===== config.mk =====
export PLATFORM = sky130hd
export DESIGN_NAME = dumpoff_seq_flat
export DESIGN_NICKNAME = d
export VERILOG_FILES = /design/src/rtl/dumpoff_seq_if.sv /design/src/rtl/dumpoff_seq.sv /design/src/flat_wrapper.sv
export SDC_FILE = /design/constraint.sdc
export NUM_CORES = 1
export LEC_CHECK = 0
export ABC_CLOCK_PERIOD_IN_PS = 8200
export CAP_MARGIN = 10
export CORE_ASPECT_RATIO = 1.1
export CORE_MARGIN = 2
export CORE_UTILIZATION = 40
export CTS_BUF_LIST = sky130_fd_sc_hd__clkbuf_4 sky130_fd_sc_hd__clkbuf_8
export DETAILED_ROUTE_END_ITERATION = 10
export DONT_BUFFER_PORTS = 1
export PLACE_DENSITY = 0.6
export SLEW_MARGIN = 25
export SYNTH_ARGS = -nofsm -noshare
export SYNTH_HDL_FRONTEND = slang
export SYNTH_SLANG_ARGS = --single-unit

===== constraint.sdc =====
create_clock -name clk_sys -period 8.2 [get_ports clk_sys]
set_clock_uncertainty 0.15 [all_clocks]
set_input_delay 1.23 -clock clk_sys [delete_from_list [all_inputs] [get_ports clk_sys]]
set_output_delay 1.23 -clock clk_sys [all_outputs]
set_load 0.02 [all_outputs]

===== src/rtl/dumpoff_seq_if.sv =====
// Bundle of trigger, abort, phase configuration and status signals for dumpoff_seq.
// The master side drives the configuration; the slave side is the sequencer itself.
interface dumpoff_seq_if #(
    parameter int CNT_W = 8,
    parameter int REP_W = 4
);
    logic             state_start;
    logic             abort;
    logic [CNT_W-1:0] t_pre;
    logic [CNT_W-1:0] t_act;
    logic [CNT_W-1:0] t_post;
    logic [REP_W-1:0] n_rep;
    logic             dumpoff;
    logic             busy;
    logic             done;
    logic             aborted;
    logic             overrun;

    modport master (
        output state_start,
        output abort,
        output t_pre,
        output t_act,
        output t_post,
        output n_rep,
        input  dumpoff,
        input  busy,
        input  done,
        input  aborted,
        input  overrun
    );

    modport slave (
        input  state_start,
        input  abort,
        input  t_pre,
        input  t_act,
        input  t_post,
        input  n_rep,
        output dumpoff,
        output busy,
        output done,
        output aborted,
        output overrun
    );
endinterface


===== src/rtl/dumpoff_seq.sv =====
// Dump-switch sequencer: PRE once, then (ACT, POST) repeated n_rep times, then a one-cycle DONE.
// Zero-length phases are skipped; all outputs are registered from the next-state decode.
module dumpoff_seq #(
    parameter int   CNT_W   = 8,
    parameter int   REP_W   = 4,
    parameter logic ACT_LVL = 1'b1
) (
    input logic          clk_sys,
    input logic          rst_n,
    dumpoff_seq_if.slave bus
);

    localparam logic [2:0] S_IDLE = 3'd0;
    localparam logic [2:0] S_PRE  = 3'd1;
    localparam logic [2:0] S_ACT  = 3'd2;
    localparam logic [2:0] S_POST = 3'd3;
    localparam logic [2:0] S_DONE = 3'd4;

    localparam int PH_PRE  = 0;
    localparam int PH_ACT  = 1;
    localparam int PH_POST = 2;

    localparam logic [CNT_W-1:0] CNT_ONE = {{(CNT_W-1){1'b0}}, 1'b1};
    localparam logic [REP_W-1:0] REP_ONE = {{(REP_W-1){1'b0}}, 1'b1};

    logic [2:0]       state_reg, state_next;
    logic [CNT_W-1:0] cnt_reg, cnt_next;
    logic [REP_W-1:0] rep_reg, rep_next;
    logic             start_q_reg;
    logic             dumpoff_reg;
    logic             busy_reg;
    logic             done_reg;
    logic             aborted_reg;
    logic             overrun_reg, overrun_next;

    logic             start_edge;
    logic             is_idle;
    logic             in_run;
    logic             accept;
    logic             phase_end;
    logic             load;
    logic [REP_W-1:0] rep_first;
    logic [2:0]       rep_entry;

    logic [CNT_W-1:0] len_in  [3];
    logic [CNT_W-1:0] cfg_len [3];
    logic [2:0]       len_nz;

    assign len_in[PH_PRE]  = bus.t_pre;
    assign len_in[PH_ACT]  = bus.t_act;
    assign len_in[PH_POST] = bus.t_post;

    assign start_edge = bus.state_start & ~start_q_reg;
    assign is_idle    = (state_reg == S_IDLE);
    assign in_run     = (state_reg == S_PRE) || (state_reg == S_ACT) || (state_reg == S_POST);
    // An abort present in IDLE swallows any coincident trigger edge.
    assign accept     = is_idle & start_edge & ~bus.abort;
    assign phase_end  = (cnt_reg == '0);
    assign rep_first  = (bus.n_rep == '0) ? '0 : (bus.n_rep - REP_ONE);

    // While idle the live inputs decide the first phase; afterwards only latched lengths count.
    generate
        for (genvar gi = 0; gi < 3; gi++) begin : g_phase
            logic [CNT_W-1:0] len_reg;

            always_ff @(posedge clk_sys) begin
                if (rst_n) begin
                    len_reg <= '0;
                end else if (accept) begin
                    len_reg <= len_in[gi];
                end
            end

            assign cfg_len[gi] = is_idle ? len_in[gi] : len_reg;
            assign len_nz[gi]  = (cfg_len[gi] != '0);
        end
    endgenerate

    // First non-empty phase of a repetition; both empty means the repetitions collapse to nothing.
    always_comb begin
        rep_entry = S_DONE;
        if (len_nz[PH_ACT]) begin
            rep_entry = S_ACT;
        end else if (len_nz[PH_POST]) begin
            rep_entry = S_POST;
        end
    end

    always_comb begin
        state_next = state_reg;
        rep_next   = rep_reg;
        load       = 1'b0;
        case (state_reg)
            S_IDLE: begin
                if (accept) begin
                    load       = 1'b1;
                    rep_next   = rep_first;
                    state_next = len_nz[PH_PRE] ? S_PRE : rep_entry;
                end
            end
            S_PRE: begin
                if (bus.abort) begin
                    load       = 1'b1;
                    rep_next   = '0;
                    state_next = S_IDLE;
                end else if (phase_end) begin
                    load       = 1'b1;
                    state_next = rep_entry;
                end
            end
            S_ACT: begin
                if (bus.abort) begin
                    load       = 1'b1;
                    rep_next   = '0;
                    state_next = S_IDLE;
                end else if (phase_end) begin
                    load = 1'b1;
                    if (len_nz[PH_POST]) begin
                        state_next = S_POST;
                    end else if (rep_reg != '0) begin
                        rep_next   = rep_reg - REP_ONE;
                        state_next = S_ACT;
                    end else begin
                        state_next = S_DONE;
                    end
                end
            end
            S_POST: begin
                if (bus.abort) begin
                    load       = 1'b1;
                    rep_next   = '0;
                    state_next = S_IDLE;
                end else if (phase_end) begin
                    load = 1'b1;
                    if (rep_reg != '0) begin
                        rep_next   = rep_reg - REP_ONE;
                        state_next = rep_entry;
                    end else begin
                        state_next = S_DONE;
                    end
                end
            end
            S_DONE: begin
                state_next = S_IDLE;
            end
            default: begin
                state_next = S_IDLE;
                rep_next   = '0;
            end
        endcase
    end

    // The counter holds remaining cycles minus one, so a full-scale length never overflows.
    always_comb begin
        cnt_next = cnt_reg;
        if (load) begin
            case (state_next)
                S_PRE:   cnt_next = cfg_len[PH_PRE]  - CNT_ONE;
                S_ACT:   cnt_next = cfg_len[PH_ACT]  - CNT_ONE;
                S_POST:  cnt_next = cfg_len[PH_POST] - CNT_ONE;
                default: cnt_next = '0;
            endcase
        end else if (in_run) begin
            cnt_next = cnt_reg - CNT_ONE;
        end
    end

    always_comb begin
        overrun_next = overrun_reg;
        if (accept) begin
            overrun_next = 1'b0;
        end else if (!is_idle && start_edge) begin
            overrun_next = 1'b1;
        end
    end

    always_ff @(posedge clk_sys) begin
        if (rst_n) begin
            state_reg   <= S_IDLE;
            cnt_reg     <= '0;
            rep_reg     <= '0;
            start_q_reg <= 1'b1;
            dumpoff_reg <= ~ACT_LVL;
            busy_reg    <= 1'b0;
            done_reg    <= 1'b0;
            aborted_reg <= 1'b0;
            overrun_reg <= 1'b0;
        end else begin
            state_reg   <= state_next;
            cnt_reg     <= cnt_next;
            rep_reg     <= rep_next;
            start_q_reg <= bus.state_start;
            dumpoff_reg <= (state_next == S_ACT) ? ACT_LVL : ~ACT_LVL;
            busy_reg    <= (state_next != S_IDLE);
            done_reg    <= (state_next == S_DONE);
            aborted_reg <= in_run & bus.abort;
            overrun_reg <= overrun_next;
        end
    end

    assign bus.dumpoff = dumpoff_reg;
    assign bus.busy    = busy_reg;
    assign bus.done    = done_reg;
    assign bus.aborted = aborted_reg;
    assign bus.overrun = overrun_reg;

endmodule


===== src/flat_wrapper.sv =====
// flat-port wrapper written by rule: the top's interface ports become plain ports
module dumpoff_seq_flat 
#(
    parameter int   CNT_W   = 8,
    parameter int   REP_W   = 4,
    parameter logic ACT_LVL = 1'b1
)
  (clk_sys, rst_n, bus_state_start, bus_abort, bus_t_pre, bus_t_act, bus_t_post, bus_n_rep, bus_dumpoff, bus_busy, bus_done, bus_aborted, bus_overrun);
  dumpoff_seq_if #(.CNT_W(CNT_W), .REP_W(REP_W)) bus_i ();
  input logic clk_sys;
  input logic rst_n;
  input wire logic [$bits(bus_i.state_start)-1:0] bus_state_start;
  input wire logic [$bits(bus_i.abort)-1:0] bus_abort;
  input wire logic [$bits(bus_i.t_pre)-1:0] bus_t_pre;
  input wire logic [$bits(bus_i.t_act)-1:0] bus_t_act;
  input wire logic [$bits(bus_i.t_post)-1:0] bus_t_post;
  input wire logic [$bits(bus_i.n_rep)-1:0] bus_n_rep;
  output wire logic [$bits(bus_i.dumpoff)-1:0] bus_dumpoff;
  output wire logic [$bits(bus_i.busy)-1:0] bus_busy;
  output wire logic [$bits(bus_i.done)-1:0] bus_done;
  output wire logic [$bits(bus_i.aborted)-1:0] bus_aborted;
  output wire logic [$bits(bus_i.overrun)-1:0] bus_overrun;
  assign bus_i.state_start = bus_state_start;
  assign bus_i.abort = bus_abort;
  assign bus_i.t_pre = bus_t_pre;
  assign bus_i.t_act = bus_t_act;
  assign bus_i.t_post = bus_t_post;
  assign bus_i.n_rep = bus_n_rep;
  assign bus_dumpoff = bus_i.dumpoff;
  assign bus_busy = bus_i.busy;
  assign bus_done = bus_i.done;
  assign bus_aborted = bus_i.aborted;
  assign bus_overrun = bus_i.overrun;
  dumpoff_seq #(.CNT_W(CNT_W), .REP_W(REP_W), .ACT_LVL(ACT_LVL)) u_core (.clk_sys(clk_sys), .rst_n(rst_n), .bus(bus_i));
endmodule

==> reports/results.ini <==
[die]
dieArea_um2=8660
die_h_um=97.4
core-area_um2=7780
row_count=34
ioPinCount=37
die_x_um=88.9
start_util=0.407

[pwr]
netSwitchingFraction=0.289
leakagePower_nw=1.18
clkPwrFrac=0.301
p_per_area_nw_per_um2=133
intPower_w=0.000310
ir_drop_v=0.0000649
p_sw_w=0.000126
seqPwrFrac=0.525
comb_power_share=0.175
p_total_w=0.000436

[synth]
synthesis.nets=451
netlist_area_um2=3170
synthFlopType=dfxtp_1
ys_ff_latch=45
synth_seq_area_share=0.284
yosysMostFrequentCell=nand2_1
synth_edf_count=0
netlist_instances=413
ys_warn_count=0
synth_top_area_frac=0.284
synth_top_cell_by_area=dfxtp_1
async_reset_ff_frac=0
ys_types=72
synth.area.top_cells=dfxtp_1 28%, nand2_1 9.3%, a21oi_1 5.4%
synthTopCellsByCount=79 x nand2_1, 45 x dfxtp_1, 34 x a21oi_1
syn_area_per_cell_um2=7.68

[cts]
cts.sink_count=45
tritoncts=done
insertion_delay_ns=0.30
cts_resized=0
cts_max_level=2
cts_root_buf=clkbuf_8
cts_made_buffers=5
clockBufferDepth=2
clkTransAtPathRegs_ns=0.08
holdBufCountCts=0
postCtsSetupRepairBufs=0

[placement]
hpwl_mm=6.68
post-place-ws_ns=3.31
place_inst=498
gp_congestion=0.919
portBuffers=0

[cells_and_area]
area_growth_pct=3.31
antenna_cells=0
drive_gt1_frac=0.0859
nets=435
instances_no_fill=504
largest_reg_flops=24

[global_routing]
grt_max_degree=47
grt_pass1_vias=2872
grt_use_total=0.215
antenna_found_initial=0
grt_overflow=0
grt_pass1_wl_mm=14.6

[worst_setup_path]
cpMaxStageDelayCell=o221ai_1
reg2reg_depth=11
path_cells=nor2b_1, nand3_2, o221ai_1, a21o_1, o211ai_1, o21a_1, ha_1, and3_1, nor2_1, o211ai_1, a41o_1
startpoint_type=primary input
crit_type=in -> reg
cp.arrival_ns=4.27
cp-startpoint=bus_state_start
ff2ff_setup_slack_ns=4.30
path_depth=11
worstPathMaxFanout=28
cp_common_cell=o211ai_1
cp-endpoint=u_core.cnt_reg[4]
timing.rr.start=u_core.state_reg[0]
crit_buf_inv=0
reg2reg_to=u_core.cnt_reg[4]
required_ns=8.24
slowest_delay_ns=0.70
critPathTopFamily=compound AO/OA/AOI/OAI gates
endpoint_kind=register

[timing]
period_needed_ns=4.23
max_freq_ghz=0.237
setup_viol_count_final=0
setup_ws_ns=3.97
worst_pin_slew_ns=1.01
fin_tns_setup_ns=0
slew_headroom=0.324
final_max_slew_viol_count=0
rsz0062_at_grt=false
hold_viol=0
post-route-period-util=0.516

[worst_hold_path]
hp-class=reg -> reg

[detailed_routing]
drtIter0Drc=216
ant_nets=0
drc=0
wl_mm=9.07
routedWlPerCell_um=18.0
firstDrtPassIters=4
dr_total_vias=3065
vias_per_cell=6.08

[job]
maxCapViolCount=0

[status]
status=complete, no violations

## power by group through the flow
stage | registers [W] | clock network, W | logic, W
2_1_floorplan | 0.000232 | 0 | 0.0000639
3_3_place_gp | 0.000234 | 0 | 0.0000744
3_5_place_dp | 0.000234 | 0 | 0.0000751
4_1_cts | 0.000229 | 0.000136 | 0.0000755
5_1_grt | 0.000230 | 0.000145 | 0.0000850
6_report | 0.000229 | 0.000131 | 0.0000762
## tightest hold or removal path, stage by stage, from the launching register on
cell and delay [ns]:
dfxtp_1 0.32, nand2_1 0.05, a21oi_1 0.05
## logic make-up (layout without fill, tap and decap cells)
family	Yosys count	after routing	share of synthesized area
and+or+nand+nor	187	187	0.294
AOI/OAI and AO/OA	122	122	0.291
DFF	45	45	0.284
buffers and inverters	36	19	0.0540
muxes	14	14	0.0450
adders and majority gates	6	6	0.0237
xor gates and xnor gates	3	3	0.00829
## layout make-up
cell class / instances / area [um^2]
Inverter: 11 / 41.3
Fill cell: 830 / 4510
Clock buffer: 5 / 68.8
Multi-Input combinational cell: 332 / 2110
Tap cell: 108 / 135
Clock inverter: 1 / 5.00
Sequential cell: 45 / 901
Timing Repair Buffer: 2 / 15.0
## routing by layer
metal / track usage / part of all wire / routed length (um) / vias up
met5: 0 / 0 / 0 / -
met4: 0.0688 / 0.022 / 204 / 0
met3: 0.0348 / 0.044 / 402 / 15
met2: 0.336 / 0.47 / 4230 / 76
met1: 0.300 / 0.47 / 4240 / 1455
li1: - / - / - / 1519
## cell usage in the layout (no fill, tap or decap), types with 4 or more instances in the layout
| cell | count |
|---|---|
| nand3_1 | 6 |
| inv_1 | 11 |
| nand4_1 | 11 |
| a211o_1 | 6 |
| nand2_1 | 79 |
| clkbuf_8 | 5 |
| or4_1 | 4 |
| nor4_1 | 9 |
| dfxtp_1 | 45 |
| o22ai_1 | 5 |
| ha_1 | 6 |
| a32oi_1 | 5 |
| mux2i_1 | 12 |
| o211ai_1 | 4 |
| o31ai_1 | 4 |
| nor3_1 | 10 |
| o21ai_0 | 11 |
| o311a_1 | 4 |
| o311ai_0 | 5 |
| nor2_1 | 30 |
| or3_1 | 7 |
| a21oi_1 | 34 |
## per-stage QoR
step | instance area, um^2 | util | hold slack, ns
floorplan | 3170 | - | 0.286
global placement | 3190 | 0.410 | 0.289
finish | 3280 | 0.421 | 0.303
global route | 3280 | 0.421 | 0.338
CTS | 3270 | 0.420 | 0.309
detailed placement | 3190 | 0.410 | 0.297
## worst min path at each step
stage	startpoint	end	slack, ns	depth (start not counted)
6_report	u_core.g_phase[0].len_reg[7]	u_core.g_phase[0].len_reg[7]	0.30	2
5_1_grt	u_core.g_phase[0].len_reg[1]	u_core.g_phase[0].len_reg[1]	0.34	2
4_1_cts	u_core.g_phase[0].len_reg[1]	u_core.g_phase[0].len_reg[1]	0.31	2
3_5_place_dp	u_core.g_phase[0].len_reg[1]	u_core.g_phase[0].len_reg[1]	0.30	2
3_3_place_gp	u_core.g_phase[0].len_reg[4]	u_core.g_phase[0].len_reg[4]	0.29	2
2_1_floorplan	u_core.g_phase[0].len_reg[1]	u_core.g_phase[0].len_reg[1]	0.29	2
Power figures use the tool's default switching activity.
